<file path="src/rtl/shift_u_seq_pkg.sv">
// Purpose: shared mode encodings and FSM state type for the sequential shift unit.
// Latency: n/a (types and constants only).
// Backpressure: n/a.
package shift_u_seq_pkg;

    // ALU_fun_SU encodings
    localparam logic [1:0] MODE_SRL = 2'b00;
    localparam logic [1:0] MODE_SLL = 2'b01;
    localparam logic [1:0] MODE_SRA = 2'b10;
    localparam logic [1:0] MODE_ROL = 2'b11;

    typedef enum logic [1:0] {
        IDLE  = 2'b00,
        SHIFT = 2'b01,
        DONE  = 2'b10
    } state_t;

endpackage

</file>
<file path="src/rtl/shift_u_step.sv">
// Purpose: combinational single-position shifter (one step of SRL/SLL/SRA/ROL).
// Latency: 0 cycles, purely combinational.
// Backpressure: none; output follows input every cycle.
//
// Ports:
//   word      in  WIDTH  current working word
//   mode      in  2      shift mode (shift_u_seq_pkg MODE_*)
//   next_word out WIDTH  word after one step
//   out_bit   out 1      bit shifted or rotated out by this step
//
// Build option: SHIFT_U_SEQ_ROTATE_EN enables ROL for mode 11; without it
// mode 11 falls through to the SLL path (same word and same out-bit).
module shift_u_step
    import shift_u_seq_pkg::*;
#(
    parameter int WIDTH = 16
) (
    input  logic [WIDTH-1:0] word,
    input  logic [1:0]       mode,
    output logic [WIDTH-1:0] next_word,
    output logic             out_bit
);

    always_comb begin
        next_word = word;
        out_bit   = 1'b0;
        case (mode)
            MODE_SRL: begin
                next_word = {1'b0, word[WIDTH-1:1]};
                out_bit   = word[0];
            end
            MODE_SRA: begin
                next_word = {word[WIDTH-1], word[WIDTH-1:1]};
                out_bit   = word[0];
            end
`ifdef SHIFT_U_SEQ_ROTATE_EN
            MODE_ROL: begin
                next_word = {word[WIDTH-2:0], word[WIDTH-1]};
                out_bit   = word[WIDTH-1];
            end
`endif
            // SLL, and mode 11 when rotate is not built
            default: begin
                next_word = {word[WIDTH-2:0], 1'b0};
                out_bit   = word[WIDTH-1];
            end
        endcase
    end

endmodule

</file>
<file path="src/rtl/shift_u_seq.sv">
// Purpose: sequential shift unit, one bit position per clock, START/READY command handshake.
// Latency: SHIFT_Flag in cycle k+SHAMT+1 after accept edge k (k+1 when SHAMT=0).
// Backpressure: READY low while shifting; START with READY low is dropped, never queued.
//
// Ports:
//   CLK          in  1        clock, rising edge
//   RST          in  1        synchronous active-high reset
//   START        in  1        command request, accepted when READY=1
//   SRC_SEL      in  1        0: shift IN1, 1: shift IN2
//   ALU_fun_SU   in  2        00 SRL, 01 SLL, 10 SRA, 11 ROL
//   SHAMT        in  SHAMT_W  shift amount 0..WIDTH-1
//   IN1, IN2     in  WIDTH    operands
//   READY        out 1        command can be accepted this cycle
//   SHIFT_Out    out WIDTH    working register; valid when SHIFT_Flag=1
//   SHIFT_Flag   out 1        one-cycle completion pulse
//   SHIFT_Carry  out 1        last bit shifted out; cleared on accept
//
// Build option: SHIFT_U_SEQ_ROTATE_EN (see shift_u_step) enables ROL.
module shift_u_seq
    import shift_u_seq_pkg::*;
#(
    parameter int WIDTH   = 16,
    parameter int SHAMT_W = $clog2(WIDTH)
) (
    input  logic               CLK,
    input  logic               RST,
    input  logic               START,
    input  logic               SRC_SEL,
    input  logic [1:0]         ALU_fun_SU,
    input  logic [SHAMT_W-1:0] SHAMT,
    input  logic [WIDTH-1:0]   IN1,
    input  logic [WIDTH-1:0]   IN2,
    output logic               READY,
    output logic [WIDTH-1:0]   SHIFT_Out,
    output logic               SHIFT_Flag,
    output logic               SHIFT_Carry
);

    state_t             state;
    logic [SHAMT_W-1:0] cnt;
    logic [WIDTH-1:0]   work;
    logic [1:0]         mode;
    logic               carry;

    logic [WIDTH-1:0]   step_word;
    logic               step_bit;

    shift_u_step #(
        .WIDTH (WIDTH)
    ) u_step (
        .word      (work),
        .mode      (mode),
        .next_word (step_word),
        .out_bit   (step_bit)
    );

    always_ff @(posedge CLK) begin
        if (RST) begin
            state <= IDLE;
            cnt   <= '0;
            work  <= '0;
            mode  <= MODE_SRL;
            carry <= 1'b0;
        end else begin
            case (state)
                // DONE accepts like IDLE so commands can run back-to-back
                IDLE, DONE: begin
                    if (START) begin
                        work  <= SRC_SEL ? IN2 : IN1;
                        mode  <= ALU_fun_SU;
                        cnt   <= SHAMT;
                        carry <= 1'b0;
                        state <= (SHAMT == '0) ? DONE : SHIFT;
                    end else begin
                        state <= IDLE;
                    end
                end
                SHIFT: begin
                    work  <= step_word;
                    carry <= step_bit;
                    cnt   <= cnt - 1'b1;
                    // last step: the count of 1 is being consumed now
                    if (cnt == SHAMT_W'(1)) begin
                        state <= DONE;
                    end
                end
                default: begin
                    state <= IDLE;
                end
            endcase
        end
    end

    // Outputs come straight from registers or a decode of state
    assign READY       = (state != SHIFT);
    assign SHIFT_Flag  = (state == DONE);
    assign SHIFT_Out   = work;
    assign SHIFT_Carry = carry;

endmodule
</file>
<file path="config.mk">
export PLATFORM = sky130hd
export DESIGN_NAME = shift_u_seq
export DESIGN_NICKNAME = d
export VERILOG_FILES = /design/src/rtl/shift_u_seq_pkg.sv /design/src/rtl/shift_u_step.sv /design/src/rtl/shift_u_seq.sv
export SDC_FILE = /design/constraint.sdc
export NUM_CORES = 1
export LEC_CHECK = 0
export CAP_MARGIN = 20
export CORE_MARGIN = 2
export CORE_UTILIZATION = 47
export DETAILED_ROUTE_END_ITERATION = 8
export PLACE_DENSITY = 0.88
export SLEW_MARGIN = 20
export SYNTH_ARGS = -nofsm -noshare
export SYNTH_HDL_FRONTEND = slang
export SYNTH_SLANG_ARGS = --single-unit
</file>
<file path="constraint.sdc">
create_clock -name CLK -period 2.35 [get_ports CLK]
set_input_delay 0.235 -clock CLK [delete_from_list [all_inputs] [get_ports CLK]]
set_output_delay 0.235 -clock CLK [all_outputs]
set_load 0.05 [all_outputs]
</file>
==> results of run 1 <==
[state kept, by name (all words and copies together), names as in the netlist]
register / flops
SHIFT_Out: 16
cnt: 4
mode: 2
state: 2
SHIFT_Carry: 1
[worst paths after layout]
path	start	depth (start not counted)	slack, ps	to
worst min-delay path	ALU_fun_SU[1]	3	430	mode[1]
worst max-delay path	state[0]	3	280	READY
worst max register to register	state[0]	5	770	SHIFT_Out[9]
worst min register to register	mode[1]	2	470	mode[1]
[worst min-delay path: stages]
cell and delay, ps:
clkdlybuf4s50_1 390, nand2_1 50, a21oi_1 50
[power by group through the flow]
stage / combinational [mW] / clock [mW] / sequential [mW]
after floorplan: 0.230 / 0 / 0.641
after global placement: 0.511 / 0 / 0.531
after detailed placement: 0.521 / 0 / 0.532
after CTS: 0.524 / 0.200 / 0.523
after global routing: 0.561 / 0.218 / 0.531
final: 0.523 / 0.203 / 0.524
[metrics by stage]
step | utilization, % | setup WS [ps] | total power [mW] | hold slack (ps)
3_3_place_gp | 69.4 | 603 | 1.04 | 455
4_1_cts | 70.2 | 303 | 1.25 | 438
6_report | 70.2 | 281 | 1.25 | 430
5_1_grt | 70.2 | 225 | 1.31 | 458
2_1_floorplan | - | 1130 | 0.871 | 371
3_5_place_dp | 69.4 | 565 | 1.05 | 450
[kinds of logic (layout without fill, tap and decap cells)]
| logic type | count (synthesis) | in the layout | synth area share (%) |
|---|---|---|---|
| multiplexers | 2 | 2 | 1.45 |
| AO/OA/AOI/OAI | 61 | 61 | 31.6 |
| adder cells (fa/ha/maj) | 2 | 2 | 1.61 |
| buffers and inverters | 24 | 76 | 9.03 |
| AND/OR/NAND/NOR | 69 | 69 | 24.0 |
| flip-flops | 25 | 25 | 32.3 |
[Yosys cell counts (2+ instances only)]
library cell  count
dfxtp_1          25
nand2_1          22
a211oi_1         17
nand2b_1         16
o211ai_1         15
and2_1           10
a311oi_1          9
a21oi_1           8
buf_2             8
clkbuf_1          6
nor2b_1           6
a311oi_2          5
inv_1             4
nand3_1           4
buf_6             3
or3_1             3
a31oi_1           2
ha_1              2
mux2_2            2
nor2_1            2
nor3_1            2
nor4_1            2
[placed cells by master (no fill, tap or decap), types with 3 or more instances in the layout]
cell and count:
clkdlybuf4s50_1 60, dfxtp_1 25, nand2_1 22, a211oi_1 17, nand2b_1 16, o211ai_1 15
and2_1 10, a311oi_1 9, a21oi_1 8, nor2b_1 6, buf_4 6, a311oi_2 5
inv_1 4, nand3_1 4, or3_1 3, clkbuf_4 3
[final cells by class]
| class | instances | area (sq um) | share of cell area [%] |
|---|---|---|---|
| timing repair buffer | 67 | 666 | 30.5 |
| tap | 44 | 55.1 | 2.53 |
| multi-input combinational | 134 | 911 | 41.8 |
| clock buffer | 4 | 26.3 | 1.21 |
| sequential | 25 | 500 | 23.0 |
| inverter | 5 | 21.3 | 0.976 |
[layer usage]
metal	track usage (%)	vias to the layer above
met5	0	-
met4	10.0	0
met3	3.57	6
met2	41.5	66
met1	29.9	751
li1	-	780
==> reports/results.tsv, run 1 <==
metric	value	unit
skew final	1.21	ps
Post-Layout Cell Count	279	
status	complete, no violations	
crit path capture type	output pin	
leakage power	0.741	nW
grt ovf	0	
setup TNS	0	ps
Post-synth EDFFs	0	
initial antenna violation count	0	
worst-skew pair later-pin latency	330	ps
Slew Viols, Final	0	
Post-DP Area	2150	sq um
Final #Nets	280	
Logic pwr share	41.9	%
Max-Cap Viols	0	
detailed placer's ending HPWL	3.10	mm
DR top layer	met4	
CTS root buf	clkbuf_4	
minimum clock period	2070	ps
Reg power frac	41.9	%
DIE AREA	3780	sq um
clock network power share	16.2	%
Rows	20	
# hold bufs at CTS	0	
Avg WL per Cell	14.8	um
vias per cell	5.75	
clock sink count	25	
Synth area leader	dfxtp_1	
TritonCTS buffer count	3	
PostCTS Resize Cnt	0	
routed length on met1	1.74	mm
Cell variety after synth	32	
ant diodes	0	
WL met3	256	um
power density cells	573	nW/um^2
detailed-route DRC error count	0	
Switching Fraction	38.6	%
Setup CP Type	reg -> out	
share of post-route cells with drive strength above 1	8.94	%
Critical Path RT	2120	ps
clk slew on worst S/H paths	140	ps
asr flop ratio synth	0	%
Synthesized Nets	227	
Worst Tran Pin Value	758	ps
CTS tree	done	
Netlist Area Pre-Place	1550	sq um
vias in the first global route	1545	
CP max FO	12	
largest net degree at the start of global routing	30	
synth top area cells	dfxtp_1 (32%), a211oi_1 (8.2%), o211ai_1 (7.3%), nand2b_1 (6.5%), nand2_1 (5.3%)	
CP startpoint kind	flop	
CP delay by family, top	buffers and inverters	
core area	3100	sq um
# IOs	61	
routability cong.	0.869	
post-synthesis to final-layout area growth	40.5	%
synthesized flop and latch total	25	
Die Y	61.5	um
DR vias	1603	
Avg Cell Area, Syn	8.48	sq um
P_sw	0.482	mW
Overall Global Routing Usage	24.1	%
Final Setup Violations	0	
WL final	4.14	mm
Final Cycle Share	88.0	%
met2 wire len	2.09	mm
Internal Power	0.768	mW
placed cell count	275	
Initial Util	50.0	%
Buffers & Inverters on Critical Path	2	
Slew HR	49.4	%
post-synth top area share	32.3	%
deepest clock path buffer count	2	
critical-path cell list	nor2b_4 > inv_4 > clkdlybuf4s50_1	
worst hold path class	in -> reg	
RSZ-0062 raised after global routing	false	
Finished Cell Area	2180	sq um
drt first pass iters	4	
Port Buffers	60	
CP max stage cell	clkdlybuf4s50_1	
number of routed nets with antenna violations	0	
Fmax	483	MHz
final hold viol count	0	
Setup Fix Bufs, Post-CTS	0	
crit-path max cell delay	720	ps
Mapped Cells	183	
fillcell total	279	
worst vdd ir	0.282	mV
sequential area share after synthesis	32.3	%
first-pass GRT wire length	6.80	mm
die width	61.5	um
CP arrival	1830	ps
yosys warns	0	
DRT iter0 DRCs	106	
Max H-tree Level	1	
Main synth FF type	dfxtp_1	
Power figures use the tool's default switching activity.
==> run 2: changes to the inputs <==
- CORE_MARGIN: 2 -> 3
- REMOVE_ABC_BUFFERS: not set -> 1
- clock period: 2.35 -> 2.7 ns (I/O delays scaled with it)
==> run 2 against run 1 <==
Critical path depth stayed put. Cell count is 0.72% lower. Die area is 6.6% higher. Non-clock buffer count is 2 lower. Critical endpoint unchanged. Largest cell class unchanged. Highest routed layer unchanged.
==> reports/results.tsv, run 2 (synthesis results as in run 1) <==
metric	value	unit	change
detailed-route DRC error count	0		unchanged
Setup CP Type	reg -> out		unchanged
critical-path cell list	nor2b_4 > inv_4 > clkdlybuf4s50_1		unchanged
CP startpoint kind	flop		unchanged
minimum hold slack	467	ps	was 430 ps
share of post-route cells with drive strength above 1	8.15	%	was 8.94%
Critical Path RT	2430	ps	was 2120 ps
# hold bufs at CTS	0		unchanged
Final Cycle Share	84.9	%	
area of the multi-input gates	911	sq um	unchanged
Final WS setup	407	ps	was 281 ps
PostCTS Resize Cnt	0		unchanged
final hold viol count	0		unchanged
Final Setup Violations	0		unchanged
Overall Global Routing Usage	18.4	%	was 24.1%
Rows	20		unchanged
vias per cell	5.51		was 5.75
post-synthesis to final-layout area growth	38.7	%	was 40.5%
CP max FO	40		was 12
leakage power	0.727	nW	was 0.741 nW
Final #Nets	278		was 280
first-pass GRT wire length	6.20	mm	was 6.80 mm
deepest clock path buffer count	2		unchanged
CTS root buf	clkbuf_4		unchanged
Avg WL per Cell	13.9	um	was 14.8 um
Die Y	63.5	um	was 61.5 um
Slew HR	39.3	%	was 49.4%
CTS tree	done		unchanged
Finished Cell Area	2150	sq um	was 2180 sq um
Setup WS pre-CTS	763	ps	was 565 ps
worst hold path class	reg -> reg		was in -> reg
Max H-tree Level	1		unchanged
fillcell total	283		was 279
CP arrival	2020	ps	was 1830 ps
Initial Util	50.0	%	unchanged
Setup Fix Bufs, Post-CTS	0		unchanged
core area	3100	sq um	unchanged
Final Total Pwr	1.07	mW	was 1.25 mW
routability cong.	0.754		was 0.869
Fmax	436	MHz	
Port Buffers	60		unchanged
initial antenna violation count	0		unchanged
crit path capture type	output pin		unchanged
Layout Utilization	69.4	%	was 70.2%
most common cell after layout, fill and taps aside	clkdlybuf4s50_1		unchanged
die width	63.5	um	was 61.5 um
largest net degree at the start of global routing	41		was 30
DR vias	1525		was 1603
DRT iter0 DRCs	93		was 106
clk slew on worst S/H paths	130	ps	was 140 ps
ant diodes	0		unchanged
Slew Viols, Final	0		unchanged
Post-Layout Cell Count	277		was 279
DIE AREA	4030	sq um	was 3780 sq um
most frequent cells in the layout	clkdlybuf4s50_1 (60), dfxtp_1 (25), nand2_1 (22)		unchanged
grt ovf	0		unchanged
flip-flop and latch area	500	sq um	unchanged
detailed placer's ending HPWL	2.85	mm	was 3.10 mm
skew final	16.2	ps	was 1.21 ps
RSZ-0062 raised after global routing	false		unchanged
worst vdd ir	0.268	mV	was 0.282 mV
drt first pass iters	4		unchanged
Post-DP Area	2130	sq um	was 2150 sq um
Max-Cap Viols	0		unchanged
vias in the first global route	1375		was 1545
max reg flops	16		unchanged
power density cells	496	nW/um^2	was 573 nW/um^2
number of routed nets with antenna violations	0		unchanged
worst-skew pair later-pin latency	320	ps	was 330 ps
status	complete, no violations		unchanged
CP max stage cell	clkdlybuf4s50_1		unchanged
# IOs	61		unchanged
crit-path max cell delay	890	ps	was 720 ps
setup TNS	0	ps	unchanged
minimum clock period	2290	ps	
placed cell count	273		was 275
clock sink count	25		unchanged
Worst Tran Pin Value	908	ps	was 758 ps
TritonCTS buffer count	3		unchanged
WL final	3.86	mm	was 4.14 mm
[run 2: worst max-delay path: cells and delay by family (launching register included)]
kind                   cells  cell delay, ps
AND/OR/NAND/NOR            1             160
flip-flops                 1             350
buffers and inverters      2            1200
[run 2: cell type report]
cell class                      instances  area share (%)
Timing Repair Buffer                   65            29.7
Inverter                                5           0.988
Tap cell                               44            2.56
Multi-Input combinational cell        134            42.3
Sequential cell                        25            23.3
Clock buffer                            4            1.22
[run 2: path summary, 6_finish.rpt]
path                            depth (start not counted)     start           end  slack (ps)
worst max-delay path                                    3  state[0]         READY         410
worst min-delay path                                    2   mode[1]       mode[1]         470
worst max register to register                          3   mode[0]  SHIFT_Out[5]        1020
worst min register to register                          2   mode[1]       mode[1]         470
[run 2: metal layers]
layer  global-route usage [%]  vias to the layer above  part of all wire [%]
met2                     33.4                       43                    50
met4                     5.39                        0                  0.93
met5                        0                        -                     0
met1                     22.9                      703                    46
li1                         -                      777                     -
met3                     1.43                        2                   3.8
[run 2: report_power, final]
group	total [mW]	leakage, nW	internal [mW]	switching [mW]
registers	0.459	0.207	0.412	0.0471
logic	0.439	0.506	0.192	0.247
clock network	0.170	0.0150	0.0576	0.112
total	1.07	0.727	0.662	0.407
==> run 3: changes to the inputs <==
- CORE_UTILIZATION: 47 -> 43
- PLACE_DENSITY: 0.88 -> 0.81
- clock period: 2.7 -> 2.25 ns (I/O delays scaled with it)
==> run 3 against run 2 <==
Largest power group unchanged. Die area up 8.4%. Critical path depth stayed put. Power rose by 20%. Sequential power rose by 20%. Clock power rose by 21%. Combinational power increased by 21%. Register-to-register slack worse by 410 ps. First-iteration DRC count decreased by 20%. Cell count up 1.4%. Clock-buffer cell count did not move.
==> reports/results.tsv, run 3 (synthesis results as in run 1) <==
metric	value	unit	change
detailed-route DRC error count	0		unchanged
power density cells	593	nW/um^2	was 496 nW/um^2
drt first pass iters	4		unchanged
core area	3420	sq um	was 3100 sq um
status	complete, no violations		unchanged
die width	66.1	um	was 63.5 um
CTS tree	done		unchanged
Post-DP Area	2140	sq um	was 2130 sq um
TritonCTS buffer count	3		unchanged
grt met2 use	29.9	%	was 33.4%
vias in the first global route	1410		was 1375
Setup Fix Bufs, Post-CTS	0		unchanged
worst-skew pair later-pin latency	320	ps	about the same
Setup WS pre-CTS	451	ps	was 763 ps
worst vdd ir	0.345	mV	was 0.268 mV
leakage power	0.736	nW	was 0.727 nW
detailed placer's ending HPWL	2.77	mm	was 2.85 mm
RSZ-0062 raised after global routing	false		unchanged
Die Y	66.1	um	was 63.5 um
Worst Hold Depth	3		was 2
grt ovf	0		unchanged
global routing's busiest layer	met2		unchanged
Max-Cap Viols	0		unchanged
Final Setup Violations	0		unchanged
deepest clock path buffer count	2		unchanged
CP arrival	1720	ps	was 2020 ps
most common cell after layout, fill and taps aside	clkdlybuf4s50_1		unchanged
initial antenna violation count	0		unchanged
Critical Path RT	2030	ps	was 2430 ps
Final Total Pwr	1.29	mW	was 1.07 mW
clock sink count	25		unchanged
Setup CP Type	reg -> out		unchanged
clock network power share	15.9	%	about the same
CP max FO	8		was 40
Post-Layout Cell Count	281		was 277
WL final	3.79	mm	was 3.86 mm
minimum clock period	1940	ps	
register-to-register setup slack	610	ps	was 1020 ps
largest net degree at the start of global routing	40		was 41
clk slew on worst S/H paths	140	ps	was 130 ps
ant diodes	0		unchanged
Slew Viols, Final	0		unchanged
Worst Tran Pin Value	821	ps	was 908 ps
first-pass GRT wire length	6.31	mm	was 6.20 mm
hold_sp	ALU_fun_SU[1]		was mode[1]
Switching Fraction	37.9	%	was 38.1%
Fmax	514	MHz	
Max H-tree Level	1		unchanged
DR vias	1566		was 1525
skew final	4.96	ps	was 16.2 ps
Rows	21		was 20
worst hold path class	in -> reg		was reg -> reg
final hold viol count	0		unchanged
DRT iter0 DRCs	74		was 93
minimum hold slack	447	ps	was 467 ps
Logic pwr share	41.4	%	was 41.1%
# hold bufs at CTS	0		unchanged
setup TNS	0	ps	unchanged
# IOs	61		unchanged
routability cong.	0.739		was 0.754
Final #Nets	280		was 278
placed cell count	277		was 273
met3 GRT Util	4.93	%	was 1.43%
number of routed nets with antenna violations	0		unchanged
worst r2r src	mode[0]		unchanged
most frequent cells in the layout	clkdlybuf4s50_1 (60), dfxtp_1 (25), nand2_1 (22)		unchanged
Final Cycle Share	86.4	%	
Internal Power	0.799	mW	was 0.662 mW
CP startpoint kind	flop		unchanged
CP Launch Point	state[0]		unchanged
worst hold endpoint	mode[1]		unchanged
crit path capture type	output pin		unchanged
Finished Cell Area	2170	sq um	was 2150 sq um
met1 Usage GRT	23.4	%	was 22.9%
Initial Util	45.4	%	was 50.0%
PostCTS Resize Cnt	0		unchanged
Layout Utilization	63.5	%	was 69.4%
vias per cell	5.57		was 5.51
P_sw	0.487	mW	was 0.407 mW
worst r2r dst	SHIFT_Out[5]		unchanged
Avg WL per Cell	13.5	um	was 13.9 um
share of post-route cells with drive strength above 1	8.94	%	was 8.15%
DIE AREA	4360	sq um	was 4030 sq um
R2R depth	3		unchanged
post-synthesis to final-layout area growth	39.8	%	was 38.7%
Slew HR	45.3	%	was 39.3%
Port Buffers	60		unchanged
Final WS setup	306	ps	was 407 ps
Reg power frac	42.7	%	was 43.0%
CTS root buf	clkbuf_4		unchanged
Overall Global Routing Usage	18.0	%	was 18.4%
max reg flops	16		unchanged
-- run 3: power groups by stage --
stage | registers (mW) | clock network [mW] | logic, mW
floorplan | 0.673 | 0 | 0.194
global placement | 0.558 | 0 | 0.528
detailed placement | 0.558 | 0 | 0.535
CTS | 0.548 | 0.208 | 0.537
global route | 0.558 | 0.224 | 0.575
finish | 0.549 | 0.205 | 0.532
-- run 3: how the worst max path moves through the flow --
stage | to | slack, ps
finish | READY | 310
global route | READY | 220
CTS | READY | 300
detailed placement | cnt[2] | 450
global placement | cnt[2] | 480
floorplan | SHIFT_Out[5] | 570
-- run 3: cell type report --
class | instances | area (sq um)
clock buffer | 4 | 26.3
fill | 303 | 1250
inverter | 5 | 21.3
multi-input combinational | 134 | 911
sequential | 25 | 500
tap | 46 | 57.6
timing repair buffer | 67 | 653
-- run 3: per-layer routing --
metal,vias to the layer above,routed length (um)
li1,779,-
met1,740,1650
met2,45,1870
met3,2,246
met4,0,14
met5,-,0
-- run 3: worst max-delay path, stage by stage, from the launching register on --
cell and delay [ps]:
dfxtp_1 380, nor2b_4 290, inv_4 40, clkdlybuf4s50_1 690
